$ cat src/rtl/filter_pkg.sv
// Shared types, window-depth constants and the pre-scaling helper for the
// multi-channel moving-average filter.
package filter_pkg;

  localparam int SAMPLE_WIDTH    = 24;
  localparam int DFLT_LOG2_DEPTH = 3;
  localparam int DEPTH           = 1 << DFLT_LOG2_DEPTH;
  localparam int SCALE_W         = 64;

  typedef logic signed [SAMPLE_WIDTH-1:0] sample_t;

  // Wide enough for any legal sample width; callers sign-extend in and truncate out.
  function automatic logic signed [SCALE_W-1:0] scale_sample(
    input logic signed [SCALE_W-1:0] s,
    input int unsigned               shift
  );
    return s >>> shift;
  endfunction

endpackage

$ cat src/rtl/sample_delay_line.sv
// One channel's circular window buffer: asynchronous read of the slot about to
// be overwritten, so the same-cycle read returns the old contents.
module sample_delay_line #(
  parameter int WIDTH      = 24,
  parameter int LOG2_DEPTH = 3
) (
  input  logic                  clock,
  input  logic                  wr_en,
  input  logic [LOG2_DEPTH-1:0] addr,
  input  logic [WIDTH-1:0]      wr_data,
  output logic [WIDTH-1:0]      rd_data
);

  localparam int LINE_DEPTH = 1 << LOG2_DEPTH;

  logic [WIDTH-1:0] mem_q [LINE_DEPTH];

  assign rd_data = mem_q[addr];

  // No reset: stale contents are masked by the fill counter in the parent.
  always_ff @(posedge clock) begin
    if (wr_en) begin
      mem_q[addr] <= wr_data;
    end
  end

endmodule

$ cat src/rtl/moving_avg_filter.sv
// Multi-channel boxcar filter: pre-scaled samples feed a running sum per channel,
// with a shared write pointer, warm-up fill counter, flush and bypass.
module moving_avg_filter #(
  parameter int WIDTH      = filter_pkg::SAMPLE_WIDTH,
  parameter int LOG2_DEPTH = filter_pkg::DFLT_LOG2_DEPTH,
  parameter int CHANNELS   = 2
) (
  input  logic                      clock,
  input  logic                      reset,
  input  logic                      valid_in,
  input  logic [CHANNELS*WIDTH-1:0] datain,
  input  logic                      bypass,
  input  logic                      flush,
  output logic [CHANNELS*WIDTH-1:0] dataout,
  output logic                      valid_out,
  output logic                      primed
);

  import filter_pkg::*;

  localparam int                  WIN_DEPTH = 1 << LOG2_DEPTH;
  localparam logic [LOG2_DEPTH:0] FILL_FULL = (LOG2_DEPTH + 1)'(WIN_DEPTH);

  logic [LOG2_DEPTH-1:0]             ptr_q, ptr_d;
  logic [LOG2_DEPTH:0]               fill_q, fill_d;
  logic [CHANNELS-1:0][WIDTH-1:0]    sum_q, sum_d;
  logic [CHANNELS*WIDTH-1:0]         dataout_q, dataout_d;
  logic                              valid_out_q, valid_out_d;

  logic                              primed_now;
  logic                              accept;
  logic [CHANNELS-1:0][WIDTH-1:0]    scaled;
  logic [CHANNELS-1:0][WIDTH-1:0]    rd_data;
  logic [CHANNELS-1:0][WIDTH-1:0]    oldest;
  logic [CHANNELS-1:0][WIDTH-1:0]    new_sum;
  logic [CHANNELS-1:0][WIDTH-1:0]    dout_sel;

  assign primed_now = (fill_q == FILL_FULL);
  assign accept     = valid_in & ~flush;

  generate
    for (genvar gi = 0; gi < CHANNELS; gi++) begin : g_chan
      assign scaled[gi] = WIDTH'(scale_sample(
                            SCALE_W'(signed'(datain[gi*WIDTH +: WIDTH])),
                            LOG2_DEPTH));

      sample_delay_line #(
        .WIDTH      (WIDTH),
        .LOG2_DEPTH (LOG2_DEPTH)
      ) u_line (
        .clock   (clock),
        .wr_en   (accept),
        .addr    (ptr_q),
        .wr_data (scaled[gi]),
        .rd_data (rd_data[gi])
      );

      // Until the window is full the slot being overwritten never entered the sum.
      assign oldest[gi]   = primed_now ? rd_data[gi] : '0;
      assign new_sum[gi]  = sum_q[gi] + scaled[gi] - oldest[gi];
      assign dout_sel[gi] = bypass ? datain[gi*WIDTH +: WIDTH] : new_sum[gi];
    end
  endgenerate

  always_comb begin
    ptr_d       = ptr_q;
    fill_d      = fill_q;
    sum_d       = sum_q;
    dataout_d   = dataout_q;
    valid_out_d = 1'b0;
    if (flush) begin
      ptr_d     = '0;
      fill_d    = '0;
      sum_d     = '0;
      dataout_d = '0;
    end else if (valid_in) begin
      ptr_d       = ptr_q + 1'b1;
      fill_d      = primed_now ? fill_q : fill_q + 1'b1;
      sum_d       = new_sum;
      dataout_d   = dout_sel;
      valid_out_d = 1'b1;
    end
  end

  always_ff @(posedge clock or negedge reset) begin
    if (!reset) begin
      ptr_q       <= '0;
      fill_q      <= '0;
      sum_q       <= '0;
      dataout_q   <= '0;
      valid_out_q <= 1'b0;
    end else begin
      ptr_q       <= ptr_d;
      fill_q      <= fill_d;
      sum_q       <= sum_d;
      dataout_q   <= dataout_d;
      valid_out_q <= valid_out_d;
    end
  end

  assign dataout   = dataout_q;
  assign valid_out = valid_out_q;
  assign primed    = primed_now;

endmodule

$ cat config.mk
export PLATFORM = sky130hd
export DESIGN_NAME = moving_avg_filter
export DESIGN_NICKNAME = d
export VERILOG_FILES = /design/src/rtl/filter_pkg.sv /design/src/rtl/sample_delay_line.sv /design/src/rtl/moving_avg_filter.sv
export SDC_FILE = /design/constraint.sdc
export NUM_CORES = 1
export LEC_CHECK = 0
export CAP_MARGIN = 10
export CELL_PAD_IN_SITES_DETAIL_PLACEMENT = 1
export CELL_PAD_IN_SITES_GLOBAL_PLACEMENT = 1
export CORE_MARGIN = 8
export CORE_UTILIZATION = 45
export DETAILED_ROUTE_END_ITERATION = 10
export PLACE_DENSITY = 0.87
export SLEW_MARGIN = 20
export SYNTH_ARGS = -nofsm -noshare
export SYNTH_HDL_FRONTEND = slang
export SYNTH_SLANG_ARGS = --single-unit
$ cat constraint.sdc
create_clock -name clock -period 6 [get_ports clock]
set_clock_uncertainty 0.1 [all_clocks]
set_input_delay 1.2 -clock clock [delete_from_list [all_inputs] [get_ports clock]]
set_output_delay 1.2 -clock clock [all_outputs]
set_load 0.005 [all_outputs]
==> run_results.csv <==
group,metric,value,unit
placed_design,post-place-cells,2392,
clock_tree,cts_sinks,440,
synth,syn-instance-count,1713,
worst_setup_path,critPathKind,"register to register",
routing,dr_total_vias,15100,
worst_setup_path,cp_max_fo,41,
layout,multi_input_area,0.00791,mm^2
worst_setup_path,worst-endpoint-required,6.31,ns
synth,synth.largest_area_cell,"edfxtp_1",
routing,drc_errors,0,
global_routing,grt_pass1_wl,104,mm
sta,max_freq,179,MHz
run_status,status,"completed",
sta,tightest_slew,1.02,ns
worst_setup_path,r2r_slack,0.41,ns
die,row_count,80,
power,power_leakage,9.74,nW
power,peakVddDrop,0.216,mV
layout,num-fill-cells,4732,
layout,regArea,0.0127,mm^2
worst_setup_path,worst_r2r_endpoint,"sum_q[47]",
layout,final_cell_mix,"336 x edfxtp_1, 224 x nor2_1, 191 x inv_1",
routing,dr.pass1.iters,6,
power,pwr-share-comb,34.9,%
routing,ant_nets,0,
synth,yosys_warnings,0,
die,pin_count,103,
hold_path,holdCritPathClass,"register to register",
global_routing,antenna_found_initial,7,
job,maxCapViolCount,0,
synth,synth.area.top_cells,"edfxtp_1 47%, dfrtp_1 12%, mux2i_1 5.3%",
clock_tree,clk_pin_slew,0.07,ns
routing,via_per_inst,6.11,
placed_design,hpwl,42.1,mm
sta,finalCriticalPeriod,5.59,ns
clock_tree,ctsRootBufferMaster,"clkbuf_16",
sta,slew_headroom,31.9,%
power,p_per_area,404,mW/mm^2
layout,final_common_cell,"edfxtp_1",
sta,setup_viol,0,
hold_path,worstHoldStart,"dataout[42]",
global_routing,first_global_vias,16300,
clock_tree,post_cts_buffers,0,
placed_design,io_buffer_count,102,
clock_tree,hold_buffers,0,
power,p_clk_share,29.0,%
synth,synth.ff_latch_count,440,
die,die_area,0.0553,mm^2
sta,hold_viol,0,
power,p_sw_share,34.8,%
hold_path,min_to,"dataout[42]",
synth,async_flop_share,23.6,%
worst_setup_path,end_kind,"register",
layout,drive_gt1_share,12.9,%
placed_design,gp_congestion,0.874,
synth,synth_seq_area_share,58.8,%
global_routing,grt_max_degree,68,
synth,synth_ff_type,"edfxtp_1",
synth,synth_area,0.0216,mm^2
synth,synth_nets,1865,
worst_setup_path,reg2reg_depth,18,
synth,synth.distinct_cells,68,
power,p_int,0.00661,W
clock_tree,clockBufferDepth,3,
synth,synth_edf_count,336,
power,p_switching,0.00353,W
sta,slew_violations,0,
routing,routed_wl,68.5,mm
die,die_h,235,um
synth,synth_top_area_share,46.7,%
sta,period_share,93.1,%
hold_path,whs_path_depth,2,
clock_tree,htree_levels,2,
layout,nNetsFinal,1975,
sta,setup_tns,0,ns
clock_tree,cts_tree,"yes",
clock_tree,numCtsBuffers,44,
power,seq_power_share,36.1,%
synth,syn_avg_cell_area,12.6,um^2
clock_tree,clk_latency,0.57,ns
routing,routedWlPerCell,27.7,um
clock_tree,post_cts_resized,0,
worst_setup_path,start_kind,"register",
layout,syn_to_final_growth,16.0,%
global_routing,track_usage,24.3,%
die,start_util,45.4,%
worst_setup_path,cp.arrival,5.90,ns
global_routing,grt_overflow,0,
worst_setup_path,r2r_start,"ptr_q[0]",
routing,drt_iter0_drc,1442,
layout,instances_no_fill,2477,
sta,rsz0062_at_grt,"no",
die,core-area,0.0475,mm^2
die,die_w,235,um
==> worst max-delay path, stage by stage (launching register included) <==
cell and delay [ns]:
dfrtp_4 0.87, buf_12 0.35, mux2_2 0.41, a22oi_1 0.19
o22ai_1 0.15, nor2_1 0.18, nor2_1 0.08, fa_1 0.52
inv_1 0.05, ha_1 0.36, o211ai_1 0.37, o211ai_1 0.25
a2111oi_4 0.46, o21ai_2 0.16, a221o_1 0.36, xnor2_1 0.24
nand2_1 0.11, xor2_1 0.17, nor2_1 0.05
==> worst max-delay path by stage <==
stage | startpoint | end | slack, ns | cells past startpoint
3_3_place_gp | ptr_q[0] | dataout[18] | 0.80 | 17
2_1_floorplan | valid_in | g_chan[0].u_line.mem_q[3][0] | 0.40 | 6
5_1_grt | ptr_q[0] | dataout[45] | 0.22 | 17
4_1_cts | ptr_q[0] | dataout[18] | 0.50 | 17
3_5_place_dp | ptr_q[0] | sum_q[47] | 0.64 | 18
6_report | ptr_q[0] | sum_q[47] | 0.41 | 18
==> registers in the layout (all words and copies together) (netlist names) <==
name	cells
dataout	48
sum_q	48
ptr_q	3
fill_q	4
g_chan.u_line.mem_q	336
valid_out	1
==> power groups by stage <==
stage               clock [W]  combinational (W)  sequential, W
global placement            0            0.00316        0.00369
global route          0.00304            0.00381        0.00368
detailed placement          0            0.00336        0.00371
floorplan                   0            0.00234        0.00366
CTS                   0.00296            0.00349        0.00366
finish                0.00294            0.00354        0.00366
==> logic make-up (layout without fill, tap and decap cells) <==
| group | count (synthesis) | in the layout | synth area share, % |
|---|---|---|---|
| buffers and inverters | 280 | 424 | 4.90 |
| AND/OR/NAND/NOR | 340 | 340 | 6.80 |
| XOR/XNOR | 50 | 50 | 2.03 |
| other | 0 | 5 | 0 |
| AO/OA/AOI/OAI | 304 | 304 | 10.1 |
| multiplexers | 200 | 200 | 10.1 |
| flip-flops | 440 | 440 | 58.8 |
| adder cells (fa/ha/maj) | 99 | 99 | 7.33 |
==> metal layers <==
metal | wire [um] | share of wire [%] | track usage [%]
met2 | 33800 | 49 | 41.1
met5 | 12 | 0.018 | 0
met3 | 5720 | 8.3 | 3.99
met1 | 26900 | 39 | 31.3
met4 | 2140 | 3.1 | 8.85
==> metrics by stage <==
stage	instance area, um^2	hold slack, ns	worst slack, ns	power (W)	utilization (%)
finish	25100	0.418	0.414	0.0101	52.7
global route	25100	0.447	0.224	0.0105	52.7
CTS	25000	0.420	0.496	0.0101	52.7
detailed placement	23600	0.394	0.645	0.00706	49.5
global placement	23600	0.391	0.799	0.00685	49.5
floorplan	21600	0.370	0.398	0.00600	-
==> layout make-up <==
| type | count | area share (%) |
|---|---|---|
| flip-flops and latches | 440 | 50.7 |
| multi-input cells | 993 | 31.5 |
| repair buffers | 153 | 5.83 |
| clock buffers | 55 | 4.72 |
| well taps | 615 | 3.07 |
| inverters | 191 | 2.86 |
| clock inverters | 25 | 1.26 |
| diodes | 5 | 0.0499 |
==> synth_stat cells (4+ instances only) <==
library cell,number
nand3_1,14
buf_1,18
o21bai_1,5
o21a_1,4
a211oi_1,40
mux2_2,80
buf_2,6
and3_1,5
nor2b_1,7
inv_1,191
edfxtp_1,336
nor2_1,226
xnor2_1,29
a31oi_1,10
mux4_2,6
o31ai_1,5
o22ai_1,40
a32oi_1,4
o21ai_0,25
nand2_1,43
nor3_1,5
dfrtp_1,104
mux2i_1,114
a21oi_1,38
a22oi_1,78
nand2b_1,10
ha_1,53
a21o_1,23
xor2_1,21
nand4_1,5
fa_1,46
clkbuf_1,65
Power figures use the tool's default switching activity.
